## src/rtl/muldiv_sequencer.sv

```systemverilog
// Iterative multiply/divide sequencer for the MIPS ALU.
// Runs WIDTH shift-add / restoring shift-subtract steps per operation.
module muldiv_sequencer #(
    parameter int WIDTH = 32
) (
    input  logic             CLK,
    input  logic             Reset,
    input  logic             Start,
    input  logic [1:0]       Op,
    input  logic [WIDTH-1:0] A,
    input  logic [WIDTH-1:0] B,
    output logic             Busy,
    output logic             Done,
    output logic [WIDTH-1:0] High,
    output logic [WIDTH-1:0] Low,
    output logic             DivZero
);

    localparam int CW = $clog2(WIDTH);
    localparam logic [WIDTH-1:0]   ONE_W  = {{(WIDTH-1){1'b0}}, 1'b1};
    localparam logic [2*WIDTH-1:0] ONE_2W = {{(2*WIDTH-1){1'b0}}, 1'b1};
    localparam logic [CW-1:0]      LAST   = CW'(WIDTH - 1);

    typedef enum logic [2:0] {
        IDLE = 3'd0,
        LOAD = 3'd1,
        ITER = 3'd2,
        FIX  = 3'd3,
        DONE = 3'd4
    } state_t;

    state_t             r_state;
    state_t             w_next;
    logic [CW-1:0]      r_cnt;
    logic [1:0]         r_op;
    logic [WIDTH-1:0]   r_a;
    logic [WIDTH-1:0]   r_b;
    logic [WIDTH-1:0]   r_mag;
    logic [2*WIDTH-1:0] r_work;
    logic               r_neg;
    logic               r_rneg;
    logic               r_bz;
    logic [WIDTH-1:0]   r_high;
    logic [WIDTH-1:0]   r_low;
    logic               r_dz;

    logic               w_is_div;
    logic               w_signed;
    logic [WIDTH-1:0]   w_abs_a;
    logic [WIDTH-1:0]   w_abs_b;
    logic [WIDTH:0]     w_madd;
    logic [2*WIDTH-1:0] w_mul_next;
    logic [WIDTH:0]     w_dsh;
    logic [WIDTH:0]     w_dsub;
    logic               w_dge;
    logic [2*WIDTH-1:0] w_div_next;
    logic [2*WIDTH-1:0] w_prod;
    logic [WIDTH-1:0]   w_quo;
    logic [WIDTH-1:0]   w_rem;

    assign w_is_div = r_op[1];
    assign w_signed = r_op[0];

    // Operand magnitudes; the most negative value maps to itself as unsigned.
    assign w_abs_a = (w_signed && r_a[WIDTH-1]) ? (~r_a + ONE_W) : r_a;
    assign w_abs_b = (w_signed && r_b[WIDTH-1]) ? (~r_b + ONE_W) : r_b;

    // Multiply step: conditional add into upper half, shift right with carry.
    assign w_madd     = {1'b0, r_work[2*WIDTH-1:WIDTH]} + {1'b0, r_mag};
    assign w_mul_next = r_work[0] ? {w_madd, r_work[WIDTH-1:1]}
                                  : {1'b0, r_work[2*WIDTH-1:1]};

    // Divide step: shift left, trial-subtract divisor, restore on borrow.
    assign w_dsh      = r_work[2*WIDTH-1:WIDTH-1];
    assign w_dsub     = w_dsh - {1'b0, r_mag};
    assign w_dge      = (w_dsh >= {1'b0, r_mag});
    assign w_div_next = w_dge ? {w_dsub[WIDTH-1:0], r_work[WIDTH-2:0], 1'b1}
                              : {w_dsh[WIDTH-1:0], r_work[WIDTH-2:0], 1'b0};

    // Sign correction applied in FIX.
    assign w_prod = r_neg ? (~r_work + ONE_2W) : r_work;
    assign w_quo  = r_neg ? (~r_work[WIDTH-1:0] + ONE_W)
                          : r_work[WIDTH-1:0];
    assign w_rem  = r_rneg ? (~r_work[2*WIDTH-1:WIDTH] + ONE_W)
                           : r_work[2*WIDTH-1:WIDTH];

    assign Busy    = (r_state == LOAD) || (r_state == ITER) || (r_state == FIX);
    assign Done    = (r_state == DONE);
    assign High    = r_high;
    assign Low     = r_low;
    assign DivZero = r_dz;

    // State register.
    always_ff @(posedge CLK or negedge Reset) begin
        if (!Reset) r_state <= IDLE;
        else        r_state <= w_next;
    end

    // Next-state logic.
    always_comb begin
        w_next = r_state;
        case (r_state)
            IDLE:    if (Start) w_next = LOAD;
            LOAD:    w_next = ITER;
            ITER:    if (r_cnt == LAST) w_next = FIX;
            FIX:     w_next = DONE;
            DONE:    w_next = IDLE;
            default: w_next = IDLE;
        endcase
    end

    // Operand capture, iteration datapath and result registers.
    always_ff @(posedge CLK or negedge Reset) begin
        if (!Reset) begin
            r_cnt  <= '0;
            r_op   <= '0;
            r_a    <= '0;
            r_b    <= '0;
            r_mag  <= '0;
            r_work <= '0;
            r_neg  <= 1'b0;
            r_rneg <= 1'b0;
            r_bz   <= 1'b0;
            r_high <= '0;
            r_low  <= '0;
            r_dz   <= 1'b0;
        end else begin
            case (r_state)
                IDLE: begin
                    if (Start) begin
                        r_op <= Op;
                        r_a  <= A;
                        r_b  <= B;
                    end
                end
                LOAD: begin
                    r_cnt <= '0;
                    r_bz  <= (r_b == '0);
                    r_neg <= w_signed && (r_a[WIDTH-1] ^ r_b[WIDTH-1]);
                    if (w_is_div) begin
                        r_mag  <= w_abs_b;
                        r_work <= {{WIDTH{1'b0}}, w_abs_a};
                        r_rneg <= w_signed && r_a[WIDTH-1];
                    end else begin
                        r_mag  <= w_abs_a;
                        r_work <= {{WIDTH{1'b0}}, w_abs_b};
                        r_rneg <= 1'b0;
                    end
                end
                ITER: begin
                    r_cnt  <= r_cnt + 1'b1;
                    r_work <= w_is_div ? w_div_next : w_mul_next;
                end
                FIX: begin
                    if (!w_is_div) begin
                        r_high <= w_prod[2*WIDTH-1:WIDTH];
                        r_low  <= w_prod[WIDTH-1:0];
                        r_dz   <= 1'b0;
                    end else if (r_bz) begin
                        r_high <= r_a;
                        r_low  <= '1;
                        r_dz   <= 1'b1;
                    end else begin
                        r_high <= w_rem;
                        r_low  <= w_quo;
                        r_dz   <= 1'b0;
                    end
                end
                default: ;
            endcase
        end
    end

endmodule
```

## config.mk

```make
export PLATFORM = sky130hd
export DESIGN_NAME = muldiv_sequencer
export DESIGN_NICKNAME = d
export VERILOG_FILES = /design/src/rtl/muldiv_sequencer.sv
export SDC_FILE = /design/constraint.sdc
export NUM_CORES = 1
export LEC_CHECK = 0
export CORE_MARGIN = 4
export CORE_UTILIZATION = 60
export CTS_CLUSTER_SIZE = 12
export DETAILED_ROUTE_END_ITERATION = 6
export GPL_ROUTABILITY_DRIVEN = 0
export MAX_ROUTING_LAYER = met4
export PLACE_DENSITY = 0.82
export SETUP_SLACK_MARGIN = 0.15
export SYNTH_ARGS = -nofsm -noshare
export SYNTH_HDL_FRONTEND = slang
export SYNTH_SLANG_ARGS = --single-unit
```

## constraint.sdc

```tcl
create_clock -name CLK -period 4 [get_ports CLK]
set_input_delay 0.4 -clock CLK [delete_from_list [all_inputs] [get_ports CLK]]
set_output_delay 0.4 -clock CLK [all_outputs]
set_load 0.1 [all_outputs]
```

==> results.txt <==
The kind of end point of the critical path is a register. The number of buffers inserted by post-CTS setup repair is 0. The number of max-slew violations in the final report is 0.

The flow ran to the end, and the final reports show no timing, DRC or antenna violations. The post-route clock period utilization came out at 92.17%. The count of cells along the worst hold path came out at 3. The root buffer selected by CTS is clkbuf_16.

From synthesis to final layout, the design area changed by 15.00%. The cell area that synthesis handed to floorplanning was 0.01789 sq mm. The number of cell instances on the worst register-to-register path came out at 10. The maximum level of the CTS H-tree came out at 1. The launch point of the worst reg-to-reg path is r_work[33].

The worst register-to-register path has a setup slack of 0.31 ns. The net count of the mapped netlist came out at 2307. The register area share after synthesis is 33.28%. The cell count after synthesis came out at 2166. The floorplan has 62 rows. The hold-critical path endpoint is r_b[24]. The synthesized netlist devotes 17.70% of its cell area to simple gates. Dividing the detail-routed wire length by the instance count gives 23.09 um. At the pin with the least slew margin, the transition time is 1.160 ns. Summing the areas of all compound-gate instances in the mapped netlist gives 22.79% of the synthesized area. Once layout is complete, the cells apart from fillers number 2642.

The number of top-level pins is 136. The clock insertion delay at the later pin of the skew report came out at 0.57 ns. Leaving out fill and tap cells, the most frequent cells in the layout are nand2_1, dfrtp_1, a21oi_1, o21ai_0, nor2_1. In this run the critical register-to-register path is captured at High[26]. The required arrival time at the worst endpoint came out at 4.45 ns.

For this run, the top clock speed supported by timing is 271.2 MHz. The count of unique library cells instantiated by Yosys is 75. The multiplexer share of the synthesized area came out at 7.440%. Of the total synthesized cell area, the portion taken by full adders, half adders and majority gates is 5.119%. The fill cell total of the finished layout came out at 2231. The sum of routed wire length over all layers is 61.01 mm. The number of endpoints with negative hold slack in the final report is 0.

During synthesis, Yosys emitted a total of 0 warnings. The dominant combinational cell family by area after synthesis is compound AO/OA/AOI/OAI gates. After detailed placement, the design holds a cell count of 2592. After synthesis, the largest area contributor takes up 33.28% of total cell area. The sum of negative setup slack came out at 0 ns. The chip height came out at 180.7 um. TritonCTS built the clock tree.

The number of buffers created by CTS came out at 27. Measured on the finished design, the core utilization comes to 70.74%. The average vias per placed instance is 6.752. The number of buffer cells added on primary ports came out at 135. The final global-route overflow total came out at 0. The DRC violations left is 0. The number of synthesized flops with an enable pin is 0. The final setup violation count is 0. Leaving out fill and tap cells, the most frequent cell in the layout is nand2_1. For this run, the detailed router's first-pass iteration total came to 7.

The number of global-route vias before repair came out at 17080. Of the total synthesized cell area, the portion taken by XOR and XNOR cells is 9.104%. After synthesis, the cell types taking the most area are dfrtp_1, nand2_1, a21oi_1, o21ai_0, ha_1. The clock-pin slew of the registers on the worst-case setup and hold paths is 0.06 ns. For this run, the leading register cell type out of synthesis is dfrtp_1. The count of nets left with antenna violations once routing finished came out at 0. The count of nets after finishing is 2379. The arrival time of the worst setup path is 4.14 ns. Setup repair after global routing left no endpoint under its margin. The die footprint came out at 0.03265 sq mm. The largest fanout on the critical path came out at 10. The worst hold path belongs to the class in2reg.

The tool flagged a number of max-cap violations equal to 0. Entering global routing, the biggest net connects 121 pins. The global-route total usage across every layer came out at 37.14%. Of the cells placed in the final design, the portion with a size suffix greater than 1 is 8.773%. The total core area is 0.02909 sq mm.

The wire-length estimate of the detail-placed layout is 44.95 mm. The time the final worst path needs with I/O delays and setup came out at 3.687 ns. The number of antenna violations at the first check in global routing came to 1.

The starting utilization of the core area is 61.51%. In this run the most critical hold path is launched from B[24]. The type of the setup path with the least slack is reg2reg. The share of async-settable or async-resettable flops after synthesis came out at 100.0%. The number of vias in the routed layout is 17840.

The worst slew slack as a fraction of its limit came out at 22.64%. Each instance of the synthesized netlist takes up on average 8.261 sq um. The initial DRC count is 2697. dfrtp_1 takes more of the synthesized area than any other cell. Measured along the x axis, the die boundary spans 180.7 um. The first-pass GRT wire length is 95.34 mm.

The final clock skew is 0.02010 ns. The clock passes through at most 3 buffers. The register bit total from synthesis came out at 238.

The number of clock sinks seen by CTS is 238. The worst setup path is launched from a register.
==> final cells by class <==
class                      count  area, sq um  area share (%)
clock buffer                  39        790.8           3.843
antenna                        1        2.502         0.01216
clock inverter                 9        92.59          0.4500
multi-input combinational   1714        11170           54.28
timing repair buffer         192         1837           8.926
inverter                      65        244.0           1.186
sequential                   238         5961           28.97
tap                          384        480.5           2.335
==> cells in the mapped netlist, drive strengths merged (10+ instances only) <==
| cell | number |
|---|---|
| o31ai | 35 |
| a21o | 30 |
| or4 | 20 |
| o221ai | 34 |
| nor4 | 20 |
| buf | 16 |
| mux2i | 64 |
| o21ai | 195 |
| clkbuf | 133 |
| a31oi | 13 |
| nor2b | 14 |
| o21bai | 11 |
| nor3 | 35 |
| and3 | 12 |
| nand2b | 20 |
| nand3 | 22 |
| xor2 | 98 |
| a32o | 11 |
| or2 | 14 |
| nand2 | 272 |
| or3 | 27 |
| mux2 | 61 |
| ha | 70 |
| a21oi | 189 |
| nor2 | 180 |
| dfrtp | 238 |
| o41ai | 10 |
| nand4 | 18 |
| xnor2 | 88 |
| a211oi | 19 |
| o211ai | 29 |
| inv | 65 |
==> layer usage <==
metal	part of all wire, %	routed length [um]	GRT usage, %	vias to the layer above
li1	-	-	-	7945
met5	0	0	-	-
met3	13	7713	9.833	311
met2	43	26190	55.14	1238
met4	6.7	4089	18.24	0
met1	38	23010	47.27	8345
==> through the flow <==
step	setup WS [ns]	cell area (sq um)	hold slack (ns)
finish	0.3130	20580	0.4204
global placement	0.3875	19670	0.4514
detailed placement	0.3212	19670	0.4699
global route	0.2016	20580	0.4378
CTS	0.2595	20560	0.4139
floorplan	0.7202	17890	0.1044
==> worst max path at each step <==
stage / startpoint / endpoint / slack (ns)
2_1_floorplan: r_work[33] / High[26] / 0.72
3_3_place_gp: r_work[33] / r_work[61] / 0.39
3_5_place_dp: r_work[32] / r_work[61] / 0.32
4_1_cts: r_work[32] / r_work[61] / 0.26
5_1_grt: r_work[33] / High[26] / 0.20
6_report: r_work[33] / High[26] / 0.31
==> state kept, by name, summed over array words and instances (netlist names) <==
name     cells
r_work      64
High        32
Low         32
r_a         32
r_b         32
r_mag       32
r_cnt        5
r_state      3
r_op         2
DivZero      1
r_bz         1
r_neg        1
r_rneg       1
==> critical path, stage by stage (launching register included) <==
cell and delay [ns]:
dfrtp_1 0.47, inv_1 0.19, ha_1 0.23, or3b_1 0.42
or4_4 0.59, or4_1 0.59, or3_1 0.42, o21ai_1 0.18
xor2_1 0.16, nor3_1 0.06, a211o_1 0.24
==> cell families (layout without fill, tap and decap cells) <==
logic type	after synthesis	count (layout)
AOI/OAI and AO/OA	652	652
xor gates and xnor gates	186	186
adders and majority gates	72	72
buffers and inverters	214	305
DFF	238	238
muxes	125	125
other	0	1
and+or+nand+nor	679	679
==> what timing repair did <==
action | CTS | global route
resized for setup | 0 | 3
endpoints found under the setup margin | 0 | 4
hold buffers | 1 | 0
hold endpoints to repair | 20 | 0
Power is not shown: default switching activity piles up to over one toggle a cycle in this logic, so the estimate is an artifact.
